## src/rtl/systolic_pkg.sv

```systemverilog
// Shared constants, state encoding and display helpers for the systolic
// result display.
package systolic_pkg;

    localparam int ACC_W_DEFAULT   = 16;
    localparam int N_MACS          = 4;
    localparam int N_FRAMES        = 21;   // 4 lanes x 5 frames + 1 gap frame
    localparam int FRAMES_PER_LANE = 5;    // header + 4 nibbles
    localparam int FRAME_W         = 5;    // holds 0..20

    typedef enum logic [0:0] {
        ST_IDLE = 1'b0,
        ST_SHOW = 1'b1
    } disp_state_e;

    // Selects nibble (4-k) of a 16-bit word, so k=1 yields the MSB nibble.
    function automatic logic [3:0] nibble_of(input logic [15:0] word,
                                             input logic [2:0]  k);
        logic [3:0] nib;
        case (k)
            3'd1:    nib = word[15:12];
            3'd2:    nib = word[11:8];
            3'd3:    nib = word[7:4];
            3'd4:    nib = word[3:0];
            default: nib = 4'b0000;
        endcase
        return nib;
    endfunction

endpackage

```

## src/rtl/tick_divider.sv

```systemverilog
// Frame prescaler: pulses tick on the last cycle of every TICK_DIV-cycle
// window while enabled; the count is held at zero whenever disabled so
// that the first window after enable is full length.
module tick_divider #(
    parameter int TICK_DIV = 62500000    // must be >= 2
) (
    input  logic clk,
    input  logic rst,
    input  logic en,
    output logic tick
);

    localparam int                CNT_W  = $clog2(TICK_DIV);
    localparam logic [CNT_W-1:0]  LAST_C = CNT_W'(TICK_DIV - 1);

    logic [CNT_W-1:0] cnt_r;

    // Count 0..TICK_DIV-1 while enabled, park at zero otherwise.
    always_ff @(posedge clk or posedge rst) begin
        if (rst) begin
            cnt_r <= '0;
        end else if (!en) begin
            cnt_r <= '0;
        end else if (cnt_r == LAST_C) begin
            cnt_r <= '0;
        end else begin
            cnt_r <= cnt_r + CNT_W'(1);
        end
    end

    assign tick = en && (cnt_r == LAST_C);

endmodule

```

## src/rtl/result_led_display.sv

```systemverilog
// Captures the four accumulator results of the systolic array and, once all
// four are present, cycles them out on four LEDs one nibble per frame:
// lane header (one-hot), four nibbles MSB first, repeated per lane, then a
// blank gap frame.
module result_led_display
    import systolic_pkg::*;
#(
    parameter int ACC_W    = ACC_W_DEFAULT,
    parameter int TICK_DIV = 62500000
) (
    input  logic                    clk,
    input  logic                    rst,
    input  logic signed [ACC_W-1:0] acc_in_0,
    input  logic signed [ACC_W-1:0] acc_in_1,
    input  logic signed [ACC_W-1:0] acc_in_2,
    input  logic signed [ACC_W-1:0] acc_in_3,
    input  logic [3:0]              valid_in,
    input  logic                    busy,
    input  logic                    clear,
    output logic [3:0]              led,
    output logic [3:0]              captured,
    output logic                    showing
);

    localparam logic [FRAME_W-1:0] LAST_FRAME = FRAME_W'(N_FRAMES - 1);
    localparam logic [FRAME_W-1:0] FPL        = FRAME_W'(FRAMES_PER_LANE);

    logic [ACC_W-1:0]   acc_s      [N_MACS];
    logic [ACC_W-1:0]   capt_r     [N_MACS];
    logic [15:0]        top16_s    [N_MACS];
    logic [3:0]         captured_r;
    disp_state_e        state_r;
    logic [FRAME_W-1:0] frame_r;
    logic               showing_r;
    logic               tick_s;
    logic               show_en_s;
    logic [1:0]         lane_s;
    logic [2:0]         sub_s;
    logic [3:0]         led_s;

    assign acc_s[0] = acc_in_0;
    assign acc_s[1] = acc_in_1;
    assign acc_s[2] = acc_in_2;
    assign acc_s[3] = acc_in_3;

    // The displayed nibbles always come from the top 16 bits of a lane;
    // narrower accumulators are left-aligned with zero fill.
    for (genvar g = 0; g < N_MACS; g++) begin : g_top16
        if (ACC_W >= 16) begin : g_wide
            assign top16_s[g] = capt_r[g][ACC_W-1 -: 16];
        end else begin : g_narrow
            assign top16_s[g] = {capt_r[g], {(16-ACC_W){1'b0}}};
        end
    end

    // Capture registers: per-lane load on valid, clear wins over valid.
    always_ff @(posedge clk or posedge rst) begin
        if (rst) begin
            for (int i = 0; i < N_MACS; i++) begin
                capt_r[i] <= '0;
            end
            captured_r <= 4'b0000;
        end else if (clear) begin
            for (int i = 0; i < N_MACS; i++) begin
                capt_r[i] <= '0;
            end
            captured_r <= 4'b0000;
        end else begin
            for (int i = 0; i < N_MACS; i++) begin
                if (valid_in[i]) begin
                    capt_r[i]     <= acc_s[i];
                    captured_r[i] <= 1'b1;
                end
            end
        end
    end

    assign show_en_s = (state_r == ST_SHOW);

    tick_divider #(
        .TICK_DIV (TICK_DIV)
    ) u_tick_divider (
        .clk  (clk),
        .rst  (rst),
        .en   (show_en_s),
        .tick (tick_s)
    );

    // Display FSM: waits for all lanes, then steps the frame index on
    // every prescaler tick until cleared or reset.
    always_ff @(posedge clk or posedge rst) begin
        if (rst) begin
            state_r   <= ST_IDLE;
            frame_r   <= '0;
            showing_r <= 1'b0;
        end else if (clear) begin
            state_r   <= ST_IDLE;
            frame_r   <= '0;
            showing_r <= 1'b0;
        end else begin
            case (state_r)
                ST_IDLE: begin
                    if (captured_r == 4'b1111) begin
                        state_r   <= ST_SHOW;
                        frame_r   <= '0;
                        showing_r <= 1'b1;
                    end
                end
                ST_SHOW: begin
                    if (tick_s) begin
                        if (frame_r == LAST_FRAME) begin
                            frame_r <= '0;
                        end else begin
                            frame_r <= frame_r + FRAME_W'(1);
                        end
                    end
                end
                default: begin
                    state_r   <= ST_IDLE;
                    frame_r   <= '0;
                    showing_r <= 1'b0;
                end
            endcase
        end
    end

    assign lane_s = 2'(frame_r / FPL);
    assign sub_s  = 3'(frame_r % FPL);

    // LED decode from registered state only (plus busy while idle).
    always_comb begin
        led_s = {busy, captured_r[2:0]};
        if (state_r == ST_SHOW) begin
            if (frame_r == LAST_FRAME) begin
                led_s = 4'b0000;
            end else if (sub_s == 3'd0) begin
                led_s = 4'b0001 << lane_s;
            end else begin
                led_s = nibble_of(top16_s[lane_s], sub_s);
            end
        end else begin
            led_s = {busy, captured_r[2:0]};
        end
    end

    assign led      = led_s;
    assign captured = captured_r;
    assign showing  = showing_r;

endmodule

```

## config.mk

```make
export PLATFORM = sky130hd
export DESIGN_NAME = result_led_display
export DESIGN_NICKNAME = d
export VERILOG_FILES = /design/src/rtl/systolic_pkg.sv /design/src/rtl/tick_divider.sv /design/src/rtl/result_led_display.sv
export SDC_FILE = /design/constraint.sdc
export NUM_CORES = 1
export LEC_CHECK = 0
export CAP_MARGIN = 40
export CORE_AREA = 10 10 101 125
export CTS_CLUSTER_SIZE = 8
export DETAILED_ROUTE_END_ITERATION = 10
export DIE_AREA = 0 0 111 135
export PLACE_DENSITY_LB_ADDON = 0.08
export SETUP_SLACK_MARGIN = 0.05
export SKIP_LAST_GASP = 1
export SLEW_MARGIN = 10
export SYNTH_ARGS = -nofsm -noshare
export SYNTH_HDL_FRONTEND = slang
export SYNTH_SLANG_ARGS = --single-unit
```

## constraint.sdc

```tcl
create_clock -name clk -period 10.85 [get_ports clk]
set_input_delay 1.6275 -clock clk [delete_from_list [all_inputs] [get_ports clk]]
set_output_delay 1.6275 -clock clk [all_outputs]
set_load 0.02 [all_outputs]
```

==> results.yml, run 1 <==
outcome:
  status: "finished, final reports clean"
cts:
  cts_tree: "done"
  insertion_delay_ns: 0.35
  clock_path_buffers: 2
  cts_hold_buf: 0
  clkSinkCount: 101
  clockRootBuffer: "clkbuf_16"
  h-tree-depth: 3
  clk_pin_slew_worst_paths_ns: 0.07
  cts_buffers: 9
  postCtsSetupBuffers: 0
  cts_resized: 0
floorplanning:
  die_w_um: 111
  core_um2: 10100
  rows: 41
  die_area_um2: 15000
  die_y_um: 135
  pin_count: 81
  start_util: 0.540
final_layout:
  mostFrequentLayoutCell: "nor2_1"
  drive_gt1_frac: 0.0837
  post-route-util: 0.665
  fillerInstances: 816
  fin_nets: 682
  regArea_um2: 2530
  diodes: 0
  layout_common_cells: "nor2_1 (108), dfrtp_1 (101), clkdlybuf4s50_1 (79), mux2i_1 (64), nand2_1 (32)"
  areaGrowthSynthToFinish_pct: 23.2
  multi_input_area_um2: 2750
grt:
  overflow: 0
  antenna_found_initial: 0
  grt_usage: 0.195
  grt_pass1_vias: 4614
  grt_max_degree: 76
  grt_pass1_wl_um: 23800
synthesis:
  synthXorXnorAreaFrac: 0.0385
  synth-simple-area-share: 0.194
  ys_ff_latch: 101
  synthCells: 538
  syn-num-nets: 616
  yosysWarnings: 0
  synthMuxAreaShare: 0.167
  synth_top_family_by_area: "simple AND/OR/NAND/NOR gates"
  synth_ff_type: "dfrtp_1"
  syn_area_um2: 5460
  synth_edf_count: 0
  synthAdderAreaFrac: 0.0138
  synth_area_per_cell_um2: 10.1
  yosysUniqueCellTypes: 58
  async_flop_share: 1.00
  synth_compound_area_frac: 0.0910
  ys_seq_area_frac: 0.463
critical_path:
  endpoint_kind: "output port"
  critPathMaxFanout: 13
  required_ns: 9.22
  cp_data_arrival_time_ns: 4.86
  start_kind: "flip-flop"
  crit_type: "reg -> out"
  startpoint: "frame_r[0]$_DFFE_PP0P_"
  reg2reg_from: "u_tick_divider.cnt_r[0]$_DFF_PP0_"
route:
  routed_wl_um: 14500
  drtPass1Iterations: 4
  wl_per_cell_um: 19.7
  viasPerCell: 5.84
  dr.first_iter.drc_count: 348
  antenna_left: 0
  drc_errors: 0
  vias: 4308
sta:
  hold_violations: 0
  fmax_mhz: 154
  setup_tns_ns: 0
  fin_skew_ns: 0.00665
  setup_viol: 0
  finalCriticalPeriod_ns: 6.49
  report.final.slew_viol_count: 0
  slew-limit-headroom: 0.468
  worst_slew_pin_slew_ns: 0.798
  finalCritPeriodShare: 0.598
  rsz0062_at_grt: "no"
placement:
  portBuffers: 80
  hpwlAfterDp_um: 10800
  gp_congestion: 0.943
worst_hold_path:
  holdCritPathClass: "reg -> reg"
  worst_hold_startpoint: "u_tick_divider.cnt_r[0]$_DFF_PP0_"
power:
  leakage_nw: 2.96
  ir_drop_mv: 0.0933
  powerDensity_nw_per_um2: 129
flow_run:
  max-cap-violations: 0
==> registers in the layout, summed over array words and instances, names as in the netlist <==
signal                flops
capt_r                   64
captured                  4
frame_r                   5
show_en_s                 1
showing                   1
u_tick_divider.cnt_r     26
==> logic make-up (layout without fill, tap and decap cells) <==
group | after synthesis | count (layout)
AOI/OAI and AO/OA | 67 | 67
xor gates and xnor gates | 24 | 24
adders and majority gates | 6 | 6
buffers and inverters | 41 | 112
DFF | 101 | 101
muxes | 76 | 76
and+or+nand+nor | 223 | 223
==> report_power, final <==
part	leakage, nW	internal [mW]	switching (mW)
logic	1.42	0.0481	0.0388
registers	1.36	0.391	0.0107
clock network	0.176	0.238	0.142
total	2.96	0.677	0.192
==> metrics by stage <==
| stage | setup slack (ns) | hold slack (ns) | cell area [µm²] | instances | power (mW) |
|---|---|---|---|---|---|
| finish | 4.36 | 0.513 | 6730 | 738 | 0.869 |
| global route | 4.11 | 0.542 | 6730 | 738 | 0.900 |
| CTS | 4.42 | 0.518 | 6730 | 738 | 0.876 |
| detailed placement | 4.81 | 0.509 | 6370 | 722 | 0.496 |
| global placement | 4.94 | 0.493 | 6290 | 717 | 0.493 |
| floorplan | 5.92 | 0.476 | 5460 | 538 | 0.449 |
==> path summary, 6_finish.rpt <==
path | to | slack [ns] | cells after the start
worst max-delay path | led[1] | 4.36 | 15
worst min-delay path | u_tick_divider.cnt_r[0]$_DFF_PP0_ | 0.51 | 1
worst max register to register | frame_r[4]$_DFFE_PP0P_ | 8.17 | 7
worst min register to register | u_tick_divider.cnt_r[0]$_DFF_PP0_ | 0.51 | 1
max in group asynchronous | capt_r[3]$_DFFE_PP0P_ | 8.03 | 3
min in group asynchronous | captured[2]$_DFFE_PP0P_ | 1.65 | 2
==> Yosys cell counts (all sizes together) (4+ instances only) <==
master	n	area [µm²]
nor2	109	409
xnor2	8	70.1
clkbuf	21	78.8
a221o	4	40.0
nand2	33	126
dfrtp	101	2530
nor4	4	25.0
xor2	16	140
nand4	7	43.8
mux4	12	270
and3	10	62.6
nand3	20	100
or3	5	31.3
buf	12	70.1
mux2i	64	641
nor3	5	25.0
ha	6	75.1
a21oi	17	88.8
inv	8	30.0
o21ai	20	104
nor2b	5	31.3
a31oi	4	25.0
==> layer usage <==
| layer | track usage | part of all wire | up-vias |
|---|---|---|---|
| met2 | 0.334 | 0.52 | 101 |
| met5 | 0 | 0 | - |
| met4 | 0.0768 | 0.012 | 0 |
| li1 | - | - | 2040 |
| met1 | 0.237 | 0.43 | 2157 |
| met3 | 0.0341 | 0.042 | 10 |
==> layout make-up <==
cell class / instances / area share
timing repair buffer: 88 / 0.133
clock buffer: 11 / 0.0376
clock inverter: 5 / 0.0154
inverter: 8 / 0.00484
tap: 129 / 0.0240
sequential: 101 / 0.376
multi-input combinational: 396 / 0.409
==> critical path, cell delays in order, from the launching register on <==
cell and delay (ns):
dfrtp_1 0.60, inv_1 0.23, ha_1 0.28, and3b_1 0.19
o21ai_0 0.14, nand2_1 0.13, inv_1 0.10, ha_1 0.38
or3b_2 0.50, nand3_1 0.10, a221oi_1 0.14, a2111oi_2 0.40
inv_1 0.12, o311ai_1 0.33, a221o_1 0.24, clkdlybuf4s50_1 0.63
No activity file was read; power rests on OpenSTA's default activity.
==> run 2: changes to the inputs <==
- CORE_AREA: 10 10 101 125 -> 10 10 106 131
- DIE_AREA: 0 0 111 135 -> 0 0 116 141
- clock period: 10.85 -> 5.5 ns (I/O delays scaled with it)
==> results.yml, run 2 (same netlist as run 1, synthesis figures left out) <==
critical_path:
  reg2reg_to: "frame_r[4]$_DFFE_PP0P_"
  required_ns: 4.68
  cpPeakStageDelay_ns: 0.61
  crit_path_top_delay_cell: "clkdlybuf4s50_1"
  critPathMaxFanout: 11
  cp_data_arrival_time_ns: 4.37
  rrSetupSlack_ns: 2.73
  cpLargestDelayFamily: "compound AO/OA/AOI/OAI gates"
  endpoint_kind: "output port"
  crit_type: "reg -> out"
  crit_path_cell_trace: "ha_1 -> and3b_1 -> o21ai_0 -> nand2_1 -> inv_1 -> ha_2 -> or3b_2 -> nand3_1 -> a221oi_1 -> a2111oi_2 -> inv_1 -> o311ai_1 -> a221o_1 -> clkdlybuf4s50_1"
  crit_buf_inv: 3
  crit_path_frequent_cell: "inv_1"
  start_kind: "flip-flop"
  reg2regPathDepth: 7
  reg2reg_from: "u_tick_divider.cnt_r[0]$_DFF_PP0_"
sta:
  finalCriticalPeriod_ns: 5.20
  setup_tns_ns: 0
  setup_viol: 0
  fin_ws_ns: 0.304
  fin_skew_ns: 0.00818
  rsz0062_at_grt: "no"
  finalCritPeriodShare: 0.945
  worst_slew_pin_slew_ns: 0.805
  report.final.slew_viol_count: 0
  hold_violations: 0
  slew-limit-headroom: 0.463
  fmax_mhz: 192
route:
  antenna_left: 0
  drtPass1Iterations: 5
  wl_per_cell_um: 19.6
  drc_errors: 0
  vias: 4256
  routed_wl_um: 14700
  dr.first_iter.drc_count: 265
  viasPerCell: 5.65
cts:
  cts_tree: "done"
  clk_pin_slew_worst_paths_ns: 0.07
  clkSinkCount: 101
  clockRootBuffer: "clkbuf_16"
  cts_buffers: 9
  h-tree-depth: 3
  clock_path_buffers: 2
  insertion_delay_ns: 0.35
floorplanning:
  die_area_um2: 16400
  core_um2: 11500
  die_y_um: 141
  start_util: 0.477
  pin_count: 81
  rows: 44
  die_w_um: 116
grt:
  grt_pass1_wl_um: 24200
  grt_pass1_vias: 4670
  antenna_found_initial: 0
  overflow: 0
  grt_usage: 0.187
  grt_max_degree: 76
power:
  powerDensity_nw_per_um2: 242
  ir_drop_mv: 0.139
  leakage_nw: 2.99
  total_power_mw: 1.64
final_layout:
  drive_gt1_frac: 0.0992
  layout_common_cells: "nor2_1 (108), dfrtp_1 (98), clkdlybuf4s50_1 (78), mux2i_1 (64), nand2_1 (32)"
  areaGrowthSynthToFinish_pct: 24.2
  mostFrequentLayoutCell: "nor2_1"
  largest-register: "capt_r"
  diodes: 0
  reg.largest.list: "capt_r: 64 flops, u_tick_divider.cnt_r: 26 flops, frame_r: 5 flops"
  fin_nets: 688
  post-route-util: 0.592
  largest_register_ff_count: 64
  final_area_um2: 6780
placement:
  hpwlAfterDp_um: 11000
  post-place-ws_ns: 0.621
  portBuffers: 80
  place_area_um2: 6450
  gp_congestion: 0.888
flow_run:
  max-cap-violations: 0
worst_hold_path:
  holdCritPathClass: "reg -> reg"
  min_to: "showing$_DFFE_PP0P_"
  worst_hold_startpoint: "showing$_DFFE_PP0P_"
  whs_path_depth: 2
outcome:
  status: "finished, final reports clean"
-- run 2: cell types whose count changed in the layout (fill, tap and decap cells not counted), moves of 3 or more --
cell	previous run	this run
buf_16	0	3
dfrtp_1	101	98
dfrtp_2	0	3
buf_4	3	10
buf_8	5	1
-- run 2: through the flow --
step                      instances  hold slack [ns]
after floorplan                 538            0.476
after global routing            753            0.540
after detailed placement        736            0.493
after global placement          732            0.481
after CTS                       752            0.513
final                           753            0.515
-- run 2: worst max-delay path by stage --
stage,from,depth (start not counted),to,slack [ns]
after global routing,frame_r[1]$_DFFE_PP0P_,14,led[0],0.03
after detailed placement,frame_r[1]$_DFFE_PP0P_,14,led[0],0.62
after CTS,frame_r[1]$_DFFE_PP0P_,14,led[0],0.24
final,frame_r[1]$_DFFE_PP0P_,14,led[0],0.30
after global placement,frame_r[1]$_DFFE_PP0P_,14,led[0],0.70
after floorplan,frame_r[0]$_DFFE_PP0P_,15,led[0],1.37
-- run 2: power breakdown --
part           leakage, nW  internal (mW)  switching [mW]
Clock                0.157          0.365           0.306
Combinational         1.48         0.0978          0.0793
Sequential            1.36          0.771          0.0196
Total                 2.99           1.23           0.405
-- run 2: area by class of cell --
| class | count | area [µm²] |
|---|---|---|
| well taps | 138 | 173 |
| clock inverters | 7 | 91.3 |
| clock buffers | 9 | 225 |
| multi-input cells | 396 | 2760 |
| flip-flops and latches | 101 | 2530 |
| inverters | 8 | 32.5 |
| repair buffers | 94 | 971 |
| fillers | 1002 | 4670 |
-- run 2: worst reg2reg max path, stage by stage, from the launching register on --
cell and delay [ns]:
dfrtp_1 0.43, ha_1 0.40, and4bb_1 0.25, nand4_1 0.22
o41ai_4 0.50, o21ai_2 0.20, or4_1 0.54, a21oi_1 0.15
-- run 2: what timing repair did --
item / in CTS / in global routing
setup buffers: 0 / 1
hold buffers: 0 / 0
gates resized for setup: 0 / 5
endpoints found under the setup margin: 0 / 4
-- run 2: routing by layer --
layer | global-route usage | vias to the layer above | part of all wire
met5 | 0 | - | 0
met4 | 0.0607 | 0 | 0.017
met3 | 0.0374 | 17 | 0.039
met2 | 0.327 | 99 | 0.54
met1 | 0.223 | 2097 | 0.41
li1 | - | 2043 | -
==> run 3: changes to the inputs <==
- CORE_AREA: 10 10 106 131 -> 10 10 106 132
- DIE_AREA: 0 0 116 141 -> 0 0 116 142
- MAX_ROUTING_LAYER: default -> met4
- SYNTH_HIERARCHICAL: default -> 1
==> results.yml, run 3 <==
cts:
  cts_buffers: 9
  insertion_delay_ns: 0.35
  h-tree-depth: 3
  clkSinkCount: 101
  clock_path_buffers: 2
  cts_hold_buf: 0
  clk_pin_slew_worst_paths_ns: 0.07
  cts_tree: "done"
  clockRootBuffer: "clkbuf_16"
floorplanning:
  pin_count: 81
  die_w_um: 116
  rows: 44
  start_util: 0.487
  die_y_um: 142
  die_area_um2: 16500
  core_um2: 11500
synthesis:
  ys_seq_area_frac: 0.453
  yosys-top-cells-area: "dfrtp_1 (45%), mux2i_1 (12%), nor2_1 (6.9%)"
  syn_area_um2: 5580
  async_flop_share: 1.00
  yosys.cell_count.top_type: "nor2_1"
  ys_ff_latch: 101
  synthCells: 554
  synth_ff_type: "dfrtp_1"
  yosysWarnings: 6
  synth_edf_count: 0
  synth_common_cells: "nor2_1 (102), dfrtp_1 (101), mux2i_1 (67)"
  syn-num-nets: 632
  synth_top_area_cell: "dfrtp_1"
  synth_area_per_cell_um2: 10.1
  yosysUniqueCellTypes: 61
  synth_top_area_share: 0.453
final_layout:
  mostFrequentLayoutCell: "nor2_1"
  largest_register_ff_count: 64
  largest-register: "capt_r"
  layout_common_cells: "nor2_1 (102), dfrtp_1 (100), clkdlybuf4s50_1 (79), mux2i_1 (67), nand2_1 (24)"
  reg.largest.list: "capt_r: 64 flops, u_tick_divider/cnt_r: 26 flops, frame_r: 5 flops"
  drive_gt1_frac: 0.0970
  fin_nets: 702
  areaGrowthSynthToFinish_pct: 23.9
  final_area_um2: 6910
critical_path:
  start_kind: "flip-flop"
  critPathCapture: "led[2]"
  startpoint: "frame_r[0]$_DFFE_PP0P_"
  rrSetupSlack_ns: 2.48
  reg2regPathDepth: 9
  reg2reg_from: "u_tick_divider/cnt_r[0]$_DFF_PP0_"
  endpoint_kind: "output port"
  critPathMaxFanout: 7
  cp_data_arrival_time_ns: 4.35
  reg2reg_to: "frame_r[4]$_DFFE_PP0P_"
  crit_type: "reg -> out"
  required_ns: 4.68
sta:
  slew-limit-headroom: 0.423
  setup_tns_ns: 0
  hold_violations: 0
  setup_viol: 0
  finalCritPeriodShare: 0.941
  worst_slew_pin_slew_ns: 0.860
  rsz0062_at_grt: "no"
  fmax_mhz: 193
  report.final.slew_viol_count: 0
  fin_skew_ns: 0.00611
  finalCriticalPeriod_ns: 5.18
route:
  viasPerCell: 5.85
  antenna_left: 0
  wl_per_cell_um: 20.5
  drc_errors: 0
  drtPass1Iterations: 4
  vias: 4492
  dr.first_iter.drc_count: 349
  routed_wl_um: 15700
grt:
  grt_pass1_vias: 4617
  grt_usage: 0.199
  overflow: 0
  grt_pass1_wl_um: 24700
  antenna_found_initial: 1
  grt_max_degree: 74
worst_hold_path:
  holdCritPathClass: "reg -> reg"
  whs_path_depth: 1
placement:
  portBuffers: 80
  place_area_um2: 6570
  gp_congestion: 0.916
  hpwlAfterDp_um: 12000
outcome:
  status: "finished, final reports clean"
power:
  powerDensity_nw_per_um2: 235
  ir_drop_mv: 0.135
  leakage_nw: 2.99
flow_run:
  max-cap-violations: 0
-- run 3: metal layers --
metal	wire length (µm)	vias up	track usage
met4	354	0	0.0667
met2	8580	117	0.342
met1	6130	2212	0.227
li1	-	2134	-
met3	652	29	0.0392
met5	0	-	-
-- run 3: worst min path at each step --
stage | from | to | slack (ns)
6_report | u_tick_divider/cnt_r[0]$_DFF_PP0_ | u_tick_divider/cnt_r[0]$_DFF_PP0_ | 0.51
5_1_grt | capt_r[38]$_DFFE_PP0P_ | capt_r[38]$_DFFE_PP0P_ | 0.55
4_1_cts | u_tick_divider/cnt_r[0]$_DFF_PP0_ | u_tick_divider/cnt_r[0]$_DFF_PP0_ | 0.51
3_5_place_dp | u_tick_divider/cnt_r[0]$_DFF_PP0_ | u_tick_divider/cnt_r[0]$_DFF_PP0_ | 0.50
3_3_place_gp | showing$_DFFE_PP0P_ | showing$_DFFE_PP0P_ | 0.48
2_1_floorplan | u_tick_divider/cnt_r[0]$_DFF_PP0_ | u_tick_divider/cnt_r[0]$_DFF_PP0_ | 0.47
-- run 3: logic make-up (layout without fill, tap and decap cells) --
logic type                 Yosys count  count (layout)  synth area share
other                                0               1                 0
buffers and inverters               53             126            0.0413
AOI/OAI and AO/OA                   80              80            0.0964
xor gates and xnor gates            17              17            0.0267
muxes                               82              82             0.179
DFF                                101             101             0.453
adders and majority gates            8               8            0.0170
and+or+nand+nor                    213             215             0.187
-- run 3: final cells by class --
class | instances | area [µm²]
inverter | 16 | 60.1
tap | 138 | 173
clock buffer | 10 | 229
clock inverter | 6 | 71.3
timing repair buffer | 94 | 983
sequential | 101 | 2530
antenna | 1 | 2.50
multi-input combinational | 402 | 2870
fill | 965 | 4540
-- run 3: repair_timing --
item / CTS / global route
setup endpoints to repair: 0 / 4
hold endpoints to repair: 0 / 0
gates resized for setup: 0 / 4
setup buffers: 0 / 1
-- run 3: critical path: stages (launching register included) --
cell and delay, ns:
dfrtp_1 0.38, inv_1 0.21, ha_1 0.32, nand3b_1 0.13, a21oi_2 0.25, nor2_1 0.10, ha_1 0.23, inv_1 0.12
o2111ai_2 0.15, nor4_4 0.29, nand2b_4 0.28, mux4_2 0.55, a221oi_2 0.29, o211ai_1 0.14, clkdlybuf4s50_1 0.57
-- run 3: per-stage QoR --
step | power [mW] | hold slack (ns) | setup slack [ns] | util | cells
6_report | 1.63 | 0.506 | 0.325 | 0.604 | 768
5_1_grt | 1.69 | 0.548 | 0.0434 | 0.604 | 768
4_1_cts | 1.65 | 0.507 | 0.233 | 0.600 | 764
3_5_place_dp | 0.994 | 0.497 | 0.641 | 0.573 | 748
3_3_place_gp | 0.984 | 0.483 | 0.656 | 0.562 | 742
2_1_floorplan | 0.889 | 0.468 | 1.43 | - | 554
-- run 3: where the power goes --
part	internal (mW)	switching (mW)
Clock	0.358	0.290
Sequential	0.771	0.0220
Combinational	0.101	0.0835
Total	1.23	0.396
